`src/rtl/timing_generator_pkg.sv`:
```
// Shared CPU timing constants: machine-cycle phase indices and cycle length.
// The control unit decodes div_count against these.
package timing_generator_pkg;

  localparam logic [1:0] PH_IDLE = 2'd0;
  localparam logic [1:0] PH_S0   = 2'd1;
  localparam logic [1:0] PH_GAP  = 2'd2;
  localparam logic [1:0] PH_S1   = 2'd3;

  localparam int unsigned CYCLE_LEN = 4;

  // Wraps 3 -> 0 naturally through 2-bit truncation.
  function automatic logic [1:0] next_phase(input logic [1:0] phase);
    return phase + 2'd1;
  endfunction

endpackage

```
`src/rtl/timing_generator.sv`:
```
// Divides clk by 4 into a 4-phase machine cycle and emits registered phase strobes
// (clk_s0, clk_s1) plus a one-clk step pulse after each completed cycle.
module timing_generator
  import timing_generator_pkg::*;
(
  input  logic       clk,
  input  logic       rst_n,
  input  logic       E,
  output logic       step,
  output logic       clk_s0,
  output logic       clk_s1,
  output logic [1:0] div_count
);

  logic [1:0] count_d;
  logic       s0_d;
  logic       s1_d;
  logic       step_d;

  // Strobes decode the phase being entered, so they line up with div_count.
  always_comb begin
    count_d = next_phase(div_count);
    s0_d    = (count_d == PH_S0);
    s1_d    = (count_d == PH_S1);
    step_d  = (div_count == PH_S1);
  end

  always_ff @(posedge clk) begin
    if (!rst_n) begin
      div_count <= PH_IDLE;
      clk_s0    <= 1'b0;
      clk_s1    <= 1'b0;
      step      <= 1'b0;
    end else if (E) begin
      div_count <= count_d;
      clk_s0    <= s0_d;
      clk_s1    <= s1_d;
      step      <= step_d;
    end else begin
      // Frozen: phase holds, strobes and any pending step drop.
      clk_s0    <= 1'b0;
      clk_s1    <= 1'b0;
      step      <= 1'b0;
    end
  end

endmodule

```
`config.mk`:
```
export PLATFORM = sky130hd
export DESIGN_NAME = timing_generator
export DESIGN_NICKNAME = d
export VERILOG_FILES = /design/src/rtl/timing_generator_pkg.sv /design/src/rtl/timing_generator.sv
export SDC_FILE = /design/constraint.sdc
export NUM_CORES = 1
export LEC_CHECK = 0
export ABC_AREA = 1
export BUFFER_PORTS_ARGS = -buffer_cell sky130_fd_sc_hd__buf_4
export CAP_MARGIN = 20
export CORE_AREA = 2 2 39 41
export DETAILED_ROUTE_END_ITERATION = 10
export DIE_AREA = 0 0 41 43
export GPL_TIMING_DRIVEN = 0
export PLACE_DENSITY = 0.31
export SETUP_SLACK_MARGIN = 0.3
export SYNTH_ARGS = -nofsm -noshare
export SYNTH_HDL_FRONTEND = slang
export SYNTH_SLANG_ARGS = --single-unit
```
`constraint.sdc`:
```
create_clock -name clk -period 1 [get_ports clk]
set_input_delay 0.2 -clock clk [delete_from_list [all_inputs] [get_ports clk]]
set_output_delay 0.2 -clock clk [all_outputs]
set_load 0.05 [all_outputs]
```
==> results.cfg <==
[floorplan]
die_x_um = 41
start_util_pct = 15.0
row_count = 14
core_area_um2 = 1380
die-area_um2 = 1760
die_h_um = 43
io-pin-count = 8

[clock_tree]
ctsRootBufferMaster = clkbuf_4
htree_levels = 1
clock_path_buffers = 2
cts.sinks = 5
clk_pin_slew_ns = 0.04
cts_tree = done
clkLatencyLatePin_ns = 0.24
numCtsBuffers = 3

[synthesis]
yosysWarnings = 0
ys_seq_area_share_pct = 48.2
synth.ff_latch_count = 5
ys_types = 6
syn_area_um2 = 208
syn-num-nets = 32
avgSynthCellArea_um2 = 7.99
synthCells = 26

[detailed_routing]
route.detailed.drc = 0
viasPerCell = 3.48
ant_nets = 0
detail_route.wl_per_cell_um = 6.09
wl_um = 341
first_iter_violations = 3
drtPass1Iterations = 2
via_count = 195

[setup_path]
setup.worst_path.class = reg -> out
crit_family = flip-flops
crit_fanout = 3
crit_slowest_cell = dfxtp_4
path_cells = buf_8
arrival_ns = 0.75
max_stage_delay_ns = 0.37
cp-end-kind = primary output
r2r-start = div_count[0]
crit_buf_inv = 1
worst_ep_required_time_ns = 0.80
critPathLaunchType = flop
reg2reg_to = div_count[1]
r2r_slack_ns = 0.10
r2r_cells = 6

[placement]
place_ws_ns = 0.0905
placed_cells = 49
port-buffer-count = 7
gp_congestion = 0.613

[sta]
setup_viol = 0
max_slew_margin_pct = 94.8
worstMarginPinSlew_ns = 0.0781
final.setup_skew_ns = 0.00199
fmax_mhz = 1050
fin_crit_sh_pct = 95.4
rsz0062_at_grt = yes
period_needed_ns = 0.954
hold_violations = 0
layout_setup_ws_ns = 0.0464
fin_tns_setup_ns = 0
slew_violations = 0

[final_layout]
final_cell_count_no_fill = 56
seq_area_um2 = 111
multiInputGateArea_um2 = 103
syn_to_final_growth_pct = 91.6
drive_above_1_share_pct = 65.0
final_core_util_pct = 28.8
antennaDiodeCount = 0
final_nets = 47
fillers = 157

[run_status]
outcome = complete, no violations

[min_path]
holdPathStages = 3
worstHoldEndpoint = div_count[1]
holdCritPathClass = in -> reg
min_from = rst_n

[global_route]
antenna_found_initial = 0
grtUsageTotal_pct = 5.83
overflow = 0
grt_start_max_net_pins = 6
grt_pass1_vias = 159
grt_pass1_wl_um = 558

[flow_run]
drv_cap = 0

[power_and_ir_drop]
peakVddDrop_v = 0.000684
power_density_nw_per_um2 = 1490
p_leak_nw = 0.182
==> worst reg2reg max path, delay by kind of cell, from the launching register on <==
kind,cells,cell delay (ns)
buffers and inverters,2,0.07
flip-flops,1,0.37
AND/OR/NAND/NOR,3,0.15
adder cells (fa/ha/maj),1,0.24
==> state kept, by name, indices dropped and copies added, names as in the netlist <==
register   count
clk_s0         1
clk_s1         1
step           1
div_count      2
==> layout make-up <==
type / count / area share, %
inverters: 6 / 6.29
clock buffers: 4 / 6.60
multi-input cells: 15 / 25.8
flip-flops and latches: 5 / 28.0
repair buffers: 10 / 28.3
well taps: 16 / 5.03
==> power by group <==
part	internal, mW	switching, mW
Combinational	0.0647	0.0735
Clock	0.151	0.0804
Sequential	0.212	0.0128
==> kinds of logic (layout without fill, tap and decap cells) <==
group | Yosys count | after routing | share of synthesized area, %
buf+inv | 6 | 20 | 10.8
fa+ha+maj | 3 | 3 | 18.1
simple gates | 12 | 12 | 22.9
flops | 5 | 5 | 48.2
==> per-layer routing <==
layer	up-vias	track usage, %	part of all wire [%]
li1	102	-	-
met1	82	4.52	35
met2	9	7.19	46
met3	2	7.85	16
met4	0	4.00	2.3
met5	-	0	0
==> how the worst max path moves through the flow <==
stage	from	endpoint	slack, ns	cells past startpoint
2_1_floorplan	div_count[1]	div_count[1]	0.01	6
3_3_place_gp	div_count[0]	div_count[1]	0.09	6
3_5_place_dp	div_count[0]	div_count[1]	0.09	6
4_1_cts	div_count[0]	div_count[0]	0.03	1
5_1_grt	div_count[0]	div_count[0]	0.02	1
6_report	div_count[0]	div_count[0]	0.05	1
==> Yosys cell counts <==
cell type  instances  area, µm²
nand2_2            1       6.26
ha_1               3       37.5
inv_1              6       22.5
nor2_1             7       26.3
nand2_1            4       15.0
dfxtp_1            5        100
==> placed cells by master, fill, tap and decap left out <==
| cell type | count |
|---|---|
| dfxtp_2 | 3 |
| buf_4 | 5 |
| buf_8 | 5 |
| inv_4 | 1 |
| ha_4 | 1 |
| clkbuf_1 | 1 |
| nor2_1 | 7 |
| inv_1 | 2 |
| nand2_1 | 4 |
| dfxtp_4 | 2 |
| inv_2 | 3 |
| nand2_2 | 1 |
| ha_2 | 2 |
| clkbuf_4 | 3 |
==> per-stage QoR <==
stage	power [mW]	hold WS, ns	cell area (µm²)
6_report	0.594	0.198	398
5_1_grt	0.640	0.193	398
4_1_cts	0.605	0.190	384
3_5_place_dp	0.335	0.451	309
3_3_place_gp	0.335	0.450	309
2_1_floorplan	0.301	0.311	236
==> repair_timing <==
item / CTS / global route
resized for setup: 10 / 2
hold buffers: 0 / 0
setup buffers: 2 / 1
pin swaps: 0 / 2
endpoints found under the setup margin: 9 / 10
(Power assumes the default switching activity.)
